**src/rtl/sram_arbiter.sv**
```systemverilog
// Round-robin arbiter sharing one single-port SRAM among NUM_REQ requesters.
// Supports locked bursts and routes one-cycle-latency read data back to the issuer.
module sram_arbiter #(
    parameter int NUM_REQ    = 4,
    parameter int DATA_WIDTH = 128,
    parameter int DEPTH      = 2048,
    parameter int ADDR_WIDTH = $clog2(DEPTH)
) (
    input  logic                             clk,
    input  logic                             rst,
    input  logic [NUM_REQ-1:0]               req_valid,
    output logic [NUM_REQ-1:0]               req_ready,
    input  logic [NUM_REQ-1:0]               req_we,
    input  logic [NUM_REQ-1:0]               req_last,
    input  logic [NUM_REQ*ADDR_WIDTH-1:0]    req_addr,
    input  logic [NUM_REQ*DATA_WIDTH-1:0]    req_wdata,
    output logic [NUM_REQ-1:0]               rsp_valid,
    output logic [DATA_WIDTH-1:0]            rsp_rdata,
    output logic                             sram_en,
    output logic                             sram_we,
    output logic [ADDR_WIDTH-1:0]            sram_addr,
    output logic [DATA_WIDTH-1:0]            sram_wdata,
    input  logic [DATA_WIDTH-1:0]            sram_rdata,
    output logic                             busy
);

    localparam int PTR_W = (NUM_REQ > 1) ? $clog2(NUM_REQ) : 1;

    typedef enum logic {
        ST_IDLE   = 1'b0,
        ST_LOCKED = 1'b1
    } state_t;

    state_t               state_r, state_nxt_s;
    logic [PTR_W-1:0]     rr_ptr_r, rr_ptr_nxt_s;
    logic [PTR_W-1:0]     lock_id_r, lock_id_nxt_s;
    logic [NUM_REQ-1:0]   rsp_pend_r, rsp_pend_nxt_s;
    logic                 grant_vld_s;
    logic [PTR_W-1:0]     grant_id_s;
    logic [PTR_W-1:0]     scan_idx_s;

    // Grant selection: locked owner only, else first valid scanning from rr_ptr.
    always_comb begin
        grant_vld_s = 1'b0;
        grant_id_s  = '0;
        scan_idx_s  = '0;
        if (state_r == ST_LOCKED) begin
            if (req_valid[lock_id_r]) begin
                grant_vld_s = 1'b1;
                grant_id_s  = lock_id_r;
            end else begin
                grant_vld_s = 1'b0;
            end
        end else begin
            // Scan from the far end so the closest-to-pointer valid wins last.
            for (int k = NUM_REQ - 1; k >= 0; k--) begin
                scan_idx_s = PTR_W'((int'(rr_ptr_r) + k) % NUM_REQ);
                if (req_valid[scan_idx_s]) begin
                    grant_vld_s = 1'b1;
                    grant_id_s  = scan_idx_s;
                end else begin
                    grant_vld_s = grant_vld_s;
                end
            end
        end
        if (rst) begin
            grant_vld_s = 1'b0;
        end else begin
            grant_vld_s = grant_vld_s;
        end
    end

    // SRAM control and ready strobe, steered from the granted slot.
    always_comb begin
        req_ready  = '0;
        sram_en    = 1'b0;
        sram_we    = 1'b0;
        sram_addr  = '0;
        sram_wdata = '0;
        if (grant_vld_s) begin
            req_ready  = {{(NUM_REQ-1){1'b0}}, 1'b1} << grant_id_s;
            sram_en    = 1'b1;
            sram_we    = req_we[grant_id_s];
            sram_addr  = req_addr[grant_id_s*ADDR_WIDTH +: ADDR_WIDTH];
            sram_wdata = req_wdata[grant_id_s*DATA_WIDTH +: DATA_WIDTH];
        end else begin
            sram_en = 1'b0;
        end
    end

    // Next-state: lock on non-final beats, release and advance pointer on final beats.
    always_comb begin
        state_nxt_s    = state_r;
        rr_ptr_nxt_s   = rr_ptr_r;
        lock_id_nxt_s  = lock_id_r;
        rsp_pend_nxt_s = '0;
        if (grant_vld_s) begin
            if (req_last[grant_id_s]) begin
                state_nxt_s  = ST_IDLE;
                rr_ptr_nxt_s = PTR_W'((int'(grant_id_s) + 1) % NUM_REQ);
            end else begin
                state_nxt_s   = ST_LOCKED;
                lock_id_nxt_s = grant_id_s;
            end
            if (!req_we[grant_id_s]) begin
                rsp_pend_nxt_s = {{(NUM_REQ-1){1'b0}}, 1'b1} << grant_id_s;
            end else begin
                rsp_pend_nxt_s = '0;
            end
        end else begin
            state_nxt_s = state_r;
        end
    end

    // State registers with synchronous reset.
    always_ff @(posedge clk) begin
        if (rst) begin
            state_r    <= ST_IDLE;
            rr_ptr_r   <= '0;
            lock_id_r  <= '0;
            rsp_pend_r <= '0;
        end else begin
            state_r    <= state_nxt_s;
            rr_ptr_r   <= rr_ptr_nxt_s;
            lock_id_r  <= lock_id_nxt_s;
            rsp_pend_r <= rsp_pend_nxt_s;
        end
    end

    assign rsp_valid = rsp_pend_r;
    assign rsp_rdata = sram_rdata;
    assign busy      = (state_r == ST_LOCKED);

endmodule

```
**config.mk**
```make
export PLATFORM = sky130hd
export DESIGN_NAME = sram_arbiter
export DESIGN_NICKNAME = d
export VERILOG_FILES = /design/src/rtl/sram_arbiter.sv
export SDC_FILE = /design/constraint.sdc
export NUM_CORES = 1
export LEC_CHECK = 0
export CORE_AREA = 10 10 374 376
export CTS_CLUSTER_SIZE = 25
export DETAILED_ROUTE_END_ITERATION = 12
export DIE_AREA = 0 0 384 386
export GPL_TIMING_DRIVEN = 0
export PLACE_DENSITY_LB_ADDON = 0.2
export SLEW_MARGIN = 5
export SYNTH_ARGS = -nofsm -noshare
export SYNTH_HDL_FRONTEND = slang
export SYNTH_SLANG_ARGS = --single-unit
```
**constraint.sdc**
```tcl
create_clock -name clk -period 4.1 [get_ports clk]
set_input_delay 1.025 -clock clk [delete_from_list [all_inputs] [get_ports clk]]
set_output_delay 1.025 -clock clk [all_outputs]
set_load 0.005 [all_outputs]
```
Yosys cells after proc, flatten, opt, wreduce, memory -nomap -nowiden

Index checks and enable logic that the tools add are counted.
Widths: inputs -> output; s select.

Flip-flop bits (word level): 9
Input port bits: 698
Output and inout port bits: 278
Word-level logic and storage cells: 56

$add $sub $neg: 4
Multipliers: 1
Order comparisons: 6
Shift-type cells: 3
Multiplexer cells: 33
Bitwise logic cells: 2
Reductions and logical operators: 3

Operator list:

| operator            | number |
|---|---|
| $shiftx 512x10->128 | 1 |
| $mux 128            | 1 |
| $shiftx 44x7->11    | 1 |
| $lt 2x3->1 const B  | 6 |
| $mux 1              | 17 |
| $bmux 1 s2          | 7 |
| $mux 2              | 6 |
| $mux 11             | 1 |
| $mul 2x4->6 const B | 1 |
| $add 2x1->2 const B | 2 |
| $add 2x2->2 const B | 2 |
| $mux 4              | 1 |
| $reduce_and 2->1    | 2 |
| $shl 1x2->4 const A | 1 |
| $reduce_or 3->1     | 1 |
| $not 1->1           | 2 |

Logic depth before layout (Yosys ltp)

Gate-level depths: netlist of the first run.

Depth in word-level cells: 12
Depth in mapped cells: 10
Gate-level depth less buffers: 7

Worst setup path before layout of the first run

No wires, ideal clock.

Path type: input port to output port
From: input port req_valid[3]
To: output port sram_addr[0]
Arrival time: 2805 ps
Required time: 3075 ps
Path slack: 270 ps
Cell stages on the path: 8
Buffers on the path: 3
Path through: nor4_1 > a211oi_2 > a32oi_1 > buf_4 > buf_6 > buf_6 > mux4_2 > and2_1

Cells in the longest elaborated chain, start to end: 10
Elaborated cells on any way between the ends: 26
Classes of those cells: mul: 1; shift: 1; mux: 24

RTL lines:

| item                         | line | source |
|---|---|---|
| start, declared              | 11   | `input logic [NUM_REQ-1:0] req_valid,` |
| $bmux 1 s2                   | 58   | `if (req_valid[scan_idx_s]) begin` |
| $mux 1 (implied by the code) | 58   |  |
| $mux 2 (4 in series)         | 58   |  |
| $mux 2                       | 47   | `if (state_r == ST_LOCKED) begin` |
| $mul 2x4->6                  | 84   | `sram_addr = req_addr[grant_id_s*ADDR_WIDTH +: ADDR_WIDTH];` |
| $shiftx 44x7->11             | 84   |  |
| $mux 11 (*)                  | 80   | `if (grant_vld_s) begin` |
| end, declared                | 21   | `output logic [ADDR_WIDTH-1:0] sram_addr,` |

Every way passes the cells marked *; elsewhere a longest branch is shown, timed or not. The select of a mux whose other input is x is not followed.

Final worst setup path of the first run

From: input port req_valid[0]
To: output port sram_wdata[16]

Cells in the longest elaborated chain, start to end: 9
Elaborated cells on any way between the ends: 25
Classes of those cells: shift: 1; mux: 24

RTL lines:

| item                                           | line   | source |
|---|---|---|
| $bmux 1 s2                                     | 58     |  |
| $mux 1 (implied by the code)                   | 58     |  |
| $mux 2 or $mux 1 (tied branches) (4 in series) | 58     |  |
| $mux 2 or $mux 1 (tied branches)               | 47     |  |
| $shiftx 512x10->128 or $mux 1 (tied branches)  | 85, 66 |  |
| $mux 128 (*)                                   | 80     |  |
| end, declared                                  | 22     | `output logic [DATA_WIDTH-1:0] sram_wdata,` |

Marked as above.

==> results by group, run 1 <==
Detailed routing
  – Routed len/inst: 27.7 um
  – Initial drt markers: 307
  – Drt total wl: 90.1 mm
  – Vias: 8698
  – Drc violations: 0
  – DRT Pass-1 Iters: 4
  – Post-DRT Antenna Nets: 0
  – Vias per inst: 2.68

Clock network
  – TritonCTS clock tree: yes
  – H-tree lvl count: 1
  – Clock sinks: 9
  – CTS Root Cell: clkbuf_16
  – Cts hold-fix bufs: 0
  – Clock tree buffer depth: 2
  – Clock-pin slew on the worst setup and hold paths: 50 ps
  – TritonCTS Buffers: 3
  – Later-pin clock latency in the skew report: 250 ps

Final layout
  – Most frequent cells in the layout: clkdlybuf4s50_1 (698), buf_6 (163), buf_4 (154)
  – Area Overhead vs Synth: 220%
  – Layout Nets: 2172
  – Commonest non-fill, non-tap cell in the layout: clkdlybuf4s50_1
  – Fillers: 14924
  – Layout cells sized above 1: 0.477

Critical path
  – Worst path bufs/invs: 8
  – CP endpoint: sram_wdata[16]
  – R2R cell count: 14
  – Worst Setup Start Kind: input pin
  – Crit path top cell by count: buf_12
  – CP Data Required Time: 3070 ps
  – Critical path's slowest cell: mux4_2
  – Crit-path max FO: 5
  – Top delay family on crit path: buffers and inverters
  – CP endpoint kind: primary output
  – CP peak stage delay: 500 ps
  – R2R Path End: rr_ptr_r[1]$_SDFFE_PP0P_
  – R2R Setup Slk: 1040 ps
  – Worst setup path category: in2out
  – Crit path DAT: 3420 ps
  – Crit. path cell count: 13
  – CP Cell Sequence: buf_12 > mux2_4 > a211oi_2 > a32oi_2 > buf_4 > buf_12 > buf_12 > buf_16 > buf_12 > buf_6 > mux4_2 > and2_4 > buf_6
  – CP startpoint: req_valid[0]
  – Critical R2R Launch: lock_id_r[0]$_SDFFE_PP0P_

Floorplan
  – # rows: 134
  – Initial Util: 0.0441
  – Boundary Pins: 976
  – DIE AREA: 148000 um2
  – Die H: 386 um
  – Die X: 384 um
  – Core area: 133000 um2

STA
  – Pins over their slew limit: 0
  – Worst Clk Skew: 4.40 ps
  – RSZ-0062 raised after global routing: yes
  – Max Fclk: 225 MHz
  – Final Cycle Share: 1.08
  – Max-slew headroom: 0.526
  – Final Worst Setup Slack: -340 ps
  – Min Tclk post-route: 4440 ps
  – Worst-Margin Slew: 692 ps
  – Worst hold slack: 522 ps
  – Final Hold Viols: 0
  – Setup TNS: -28770 ps
  – Final setup fails: 143

Placed design
  – Hpwl dp: 82.7 mm
  – RD Place Congestion: 0.875
  – Port Buffer Count: 847

Status
  – Failing checks: setup timing
  – Outcome: finished with violations

Power and ir drop
  – PwrDens: 475 nW/um2
  – Gate power share: 0.962
  – Peak supply drop: 163 uV
  – Seq pwr share: 0.017
  – Sw frac: 0.414
  – Leakage Power: 6.98 nW
  – Power share of the clock group: 0.021
  – Switch Pwr: 0.00368 W
  – Int Power: 0.00521 W

Synthesis
  – Avg Cell Area, Syn: 11.1 um2
  – FF+latch count, synth: 9
  – Netlist Area Pre-Place: 5850 um2
  – Post-synth cell types: 30
  – Syn. warnings: 0
  – Post-Synthesis Net Count: 1230
  – Sequential element share of the synthesized area: 0.0308
  – Syn Inst Count: 528

Global route
  – Vias in the first global route: 9965
  – Total grt overflow: 0
  – GRT Util Overall: 0.113
  – First-pass GRT wire length: 111 mm
  – Initial antenna violation count: 35
  – Pin count of the biggest net entering global routing: 12

Hold path
  – Worst hold path class: reg2reg

Run
  – MaxCap Viol Count: 0
area by class of cell:
cell class / count / area, um2 / share of cell area
Sequential cell: 9 / 180 / 0.00963
Timing Repair Buffer: 943 / 9890 / 0.529
Buffer: 170 / 1430 / 0.0762
Tap cell: 1768 / 2210 / 0.118
Clock buffer: 4 / 78.8 / 0.00421
Multi-Input combinational cell: 337 / 4860 / 0.260
Inverter: 6 / 26.3 / 0.00140
Antenna cell: 10 / 25.0 / 0.00134
tightest hold or removal path, stage by stage, from the launching register on:
cell	delay, ps
dfxtp_1	330
nand2b_1	80
mux2i_1	60
cells by family (layout without fill, tap and decap cells):
kind of cell,after synthesis,after routing,share of synthesized area
AND/OR/NAND/NOR,167,167,0.173
flip-flops,9,9,0.0308
buffers and inverters,182,1123,0.213
multiplexers,149,149,0.554
AO/OA/AOI/OAI,17,17,0.0212
other,0,10,0
adder cells (fa/ha/maj),4,4,0.00855
power groups by stage:
stage                     Sequential [W]  Combinational (W)  Clock [W]
after global routing            0.000153            0.00912   0.000196
final                           0.000147            0.00855   0.000189
after detailed placement        0.000144            0.00647          0
after CTS                       0.000145            0.00866   0.000195
after floorplan                 0.000137            0.00267          0
after global placement          0.000145            0.00646          0
worst min-delay path by stage:
stage	start	to	slack, ps	cells after the start
6_report	lock_id_r[1]$_SDFFE_PP0P_	lock_id_r[1]$_SDFFE_PP0P_	520	2
5_1_grt	lock_id_r[1]$_SDFFE_PP0P_	lock_id_r[1]$_SDFFE_PP0P_	540	2
4_1_cts	lock_id_r[1]$_SDFFE_PP0P_	lock_id_r[1]$_SDFFE_PP0P_	520	2
3_5_place_dp	lock_id_r[1]$_SDFFE_PP0P_	lock_id_r[1]$_SDFFE_PP0P_	510	2
3_3_place_gp	lock_id_r[1]$_SDFFE_PP0P_	lock_id_r[1]$_SDFFE_PP0P_	490	2
2_1_floorplan	lock_id_r[1]$_SDFFE_PP0P_	lock_id_r[1]$_SDFFE_PP0P_	460	2
through the flow:
step                instance area, um2  setup slack (ps)   util  power, W  instances
floorplan                         5850               270      -   0.00281        528
global placement                 16500             -2190  0.125   0.00661       3143
detailed placement               16500             -2210  0.125   0.00662       3143
CTS                              18300              -430  0.138   0.00900       3227
global route                     18700              -440  0.141   0.00947       3237
finish                           18700              -340  0.141   0.00889       3247
per-layer routing:
layer	wire length (um)	up-vias	GRT usage
li1	-	3773	-
met5	128	-	0
met1	34200	4277	0.130
met2	45500	571	0.205
met3	9660	59	0.0459
met4	518	18	0.00405
state kept, by name (all words and copies together), names as in the netlist:
signal and count:
rsp_valid 4, busy 1, lock_id_r 2, rr_ptr_r 2
synthesized netlist by cell type (all sizes together):
cell type | instances | area share
o21bai | 1 | 0.0013
ha | 4 | 0.0086
dfxtp | 9 | 0.031
clkbuf | 22 | 0.014
o2bb2ai | 1 | 0.0015
a32oi | 1 | 0.0015
mux4 | 139 | 0.54
a21o | 1 | 0.0013
nand3 | 1 | 0.00085
inv | 6 | 0.0038
nand2b | 5 | 0.0053
nor2 | 7 | 0.0045
buf | 154 | 0.19
and2 | 147 | 0.16
mux2 | 4 | 0.0083
o21ai | 4 | 0.0034
a211oi | 1 | 0.0021
o22ai | 2 | 0.0021
a21oi | 2 | 0.0017
mux2i | 6 | 0.010
nand2 | 5 | 0.0032
a221o | 1 | 0.0017
o2bb2a | 1 | 0.0019
o211ai | 2 | 0.0026
nor4 | 1 | 0.0011
nor2b | 1 | 0.0011
repair_timing:
item | 4_1_cts | 5_1_grt
gates cloned | 7 | 0
pin swaps | 75 | 6
endpoints found under the setup margin | 150 | 144
gates resized for setup | 1041 | 109
buffers inserted | 74 | 30
No activity file was read; power rests on OpenSTA's default activity.
==> run 2, diff against run 1 <==
CTS_CLUSTER_DIAMETER = 40   (was default)
TNS_END_PERCENT = 1   (was default)
==> results by group, run 2 (same netlist as run 1, synthesis figures left out) <==
Global route
  – GRT Util Overall: 0.113
  – Initial antenna violation count: 35
  – Pin count of the biggest net entering global routing: 12
  – Vias in the first global route: 9817
  – First-pass GRT wire length: 110 mm
  – Total grt overflow: 0

Detailed routing
  – DRT Pass-1 Iters: 4
  – Vias per inst: 2.66
  – Routed len/inst: 27.9 um
  – Drc violations: 0
  – Post-DRT Antenna Nets: 0
  – Vias: 8560
  – Drt total wl: 89.6 mm
  – Initial drt markers: 314

Power and ir drop
  – PwrDens: 457 nW/um2
  – Sw frac: 0.431
  – Int Power: 0.00467 W
  – Gate power share: 0.959
  – Power share of the clock group: 0.023
  – Seq pwr share: 0.018
  – Switch Pwr: 0.00354 W
  – Peak supply drop: 145 uV
  – Leakage Power: 6.70 nW

STA
  – Min Tclk post-route: 4530 ps
  – RSZ-0062 raised after global routing: yes
  – Final Worst Setup Slack: -429 ps
  – Final setup fails: 143
  – Pins over their slew limit: 0
  – Worst hold slack: 525 ps
  – Worst Clk Skew: 3.78 ps
  – Final Hold Viols: 0
  – Final Cycle Share: 1.10
  – Worst-Margin Slew: 721 ps
  – Max Fclk: 221 MHz
  – Max-slew headroom: 0.506

Status
  – Outcome: finished with violations
  – Failing checks: setup timing

Critical path
  – Worst Setup Start Kind: input pin
  – Top delay family on crit path: buffers and inverters
  – Crit-path max FO: 6
  – CP peak stage delay: 520 ps
  – Critical path's slowest cell: mux4_2
  – Crit path DAT: 3500 ps
  – Crit path top cell by count: buf_16
  – CP Cell Sequence: buf_12 > mux2_4 > a211oi_2 > a32oi_2 > buf_4 > buf_16 > buf_16 > buf_12 > buf_16 > buf_4 > mux4_2 > and2_4 > buf_2
  – CP endpoint kind: primary output
  – Worst path bufs/invs: 8
  – Critical R2R Launch: lock_id_r[0]$_SDFFE_PP0P_
  – CP Data Required Time: 3070 ps
  – Worst setup path category: in2out
  – CP startpoint: req_valid[0]

Floorplan
  – Core area: 133000 um2
  – Boundary Pins: 976
  – Die X: 384 um
  – Die H: 386 um
  – Initial Util: 0.0441
  – DIE AREA: 148000 um2
  – # rows: 134

Clock network
  – TritonCTS clock tree: yes
  – Clock-pin slew on the worst setup and hold paths: 40 ps
  – CTS Root Cell: clkbuf_16
  – H-tree lvl count: 1
  – TritonCTS Buffers: 3
  – Clock sinks: 9
  – Later-pin clock latency in the skew report: 250 ps
  – Cts hold-fix bufs: 0
  – Clock tree buffer depth: 2

Final layout
  – Commonest non-fill, non-tap cell in the layout: clkdlybuf4s50_1
  – Layout cells sized above 1: 0.452
  – Layout Utilization: 0.136
  – Fillers: 14977
  – Multi-input logic area: 4790 um2
  – Max FFs per register: 4
  – Register Area: 180 um2
  – Design area: 18000 um2
  – Area Overhead vs Synth: 207%
  – Most frequent cells in the layout: clkdlybuf4s50_1 (698), buf_4 (152), mux4_2 (139)
  – Layout Nets: 2136

Hold path
  – Hold_sp: lock_id_r[1]$_SDFFE_PP0P_
  – Worst hold path class: reg2reg

Placed design
  – RD Place Congestion: 0.875
  – Post-DP Area: 16500 um2
  – Hpwl dp: 82.7 mm
  – Port Buffer Count: 847

Run
  – MaxCap Viol Count: 0
run 2: cell types whose count changed in the layout (fill, tap and decap cells not counted), sizes merged:
cell,delta
diode,+3
clkdlybuf4s15,+3
buf,-42
clkbuf,+1
dlygate4sd2,+1
bufbuf,+1
run 2: repair_timing:
item,in CTS,in global routing
cloned,6,0
gates resized for setup,891,78
buffers inserted,46,3
endpoints found under the setup margin,150,144
pin swaps,69,6
run 2: through the flow:
step,TNS (ps),total power (W),instances,worst slack [ps]
after floorplan,0,0.00281,528,270
after global placement,-255170,0.00661,3143,-2190
after detailed placement,-259750,0.00662,3143,-2210
after CTS,-37700,0.00837,3198,-432
after global routing,-47590,0.00874,3201,-505
final,-36750,0.00821,3214,-429
run 2: tightest hold or removal path, delay by kind of cell, from the launching register on:
| kind | cells | cell delay [ps] |
|---|---|---|
| flops | 1 | 330 |
| mux | 1 | 60 |
| simple gates | 1 | 80 |
run 2: path summary, 6_finish.rpt:
check	end	cells past startpoint	slack [ps]
hold / removal	lock_id_r[1]$_SDFFE_PP0P_	2	520
hold reg to reg	lock_id_r[1]$_SDFFE_PP0P_	2	520
setup reg to reg	rr_ptr_r[1]$_SDFFE_PP0P_	13	1120
setup / recovery	sram_wdata[121]	13	-430
run 2: layout make-up:
cell class	count	share of cell area
Multi-Input combinational cell	337	0.266
Antenna cell	13	0.00181
Inverter	6	0.00146
Timing Repair Buffer	902	0.507
Clock buffer	4	0.00438
Sequential cell	9	0.0100
Tap cell	1768	0.123
Buffer	175	0.0856
run 2: power by group through the flow:
| stage | registers, W | clock network, W | logic [W] |
|---|---|---|---|
| 5_1_grt | 0.000153 | 0.000196 | 0.00839 |
| 4_1_cts | 0.000145 | 0.000195 | 0.00803 |
| 3_5_place_dp | 0.000144 | 0 | 0.00647 |
| 2_1_floorplan | 0.000137 | 0 | 0.00267 |
| 6_report | 0.000148 | 0.000188 | 0.00788 |
| 3_3_place_gp | 0.000145 | 0 | 0.00646 |
run 2: per-layer routing:
| layer | vias up | share of wire | global-route usage |
|---|---|---|---|
| li1 | 3707 | - | - |
| met4 | 20 | 0.0050 | 0.00426 |
| met3 | 57 | 0.11 | 0.0435 |
| met2 | 576 | 0.51 | 0.204 |
| met1 | 4200 | 0.38 | 0.131 |
| met5 | - | 0.0015 | 0 |
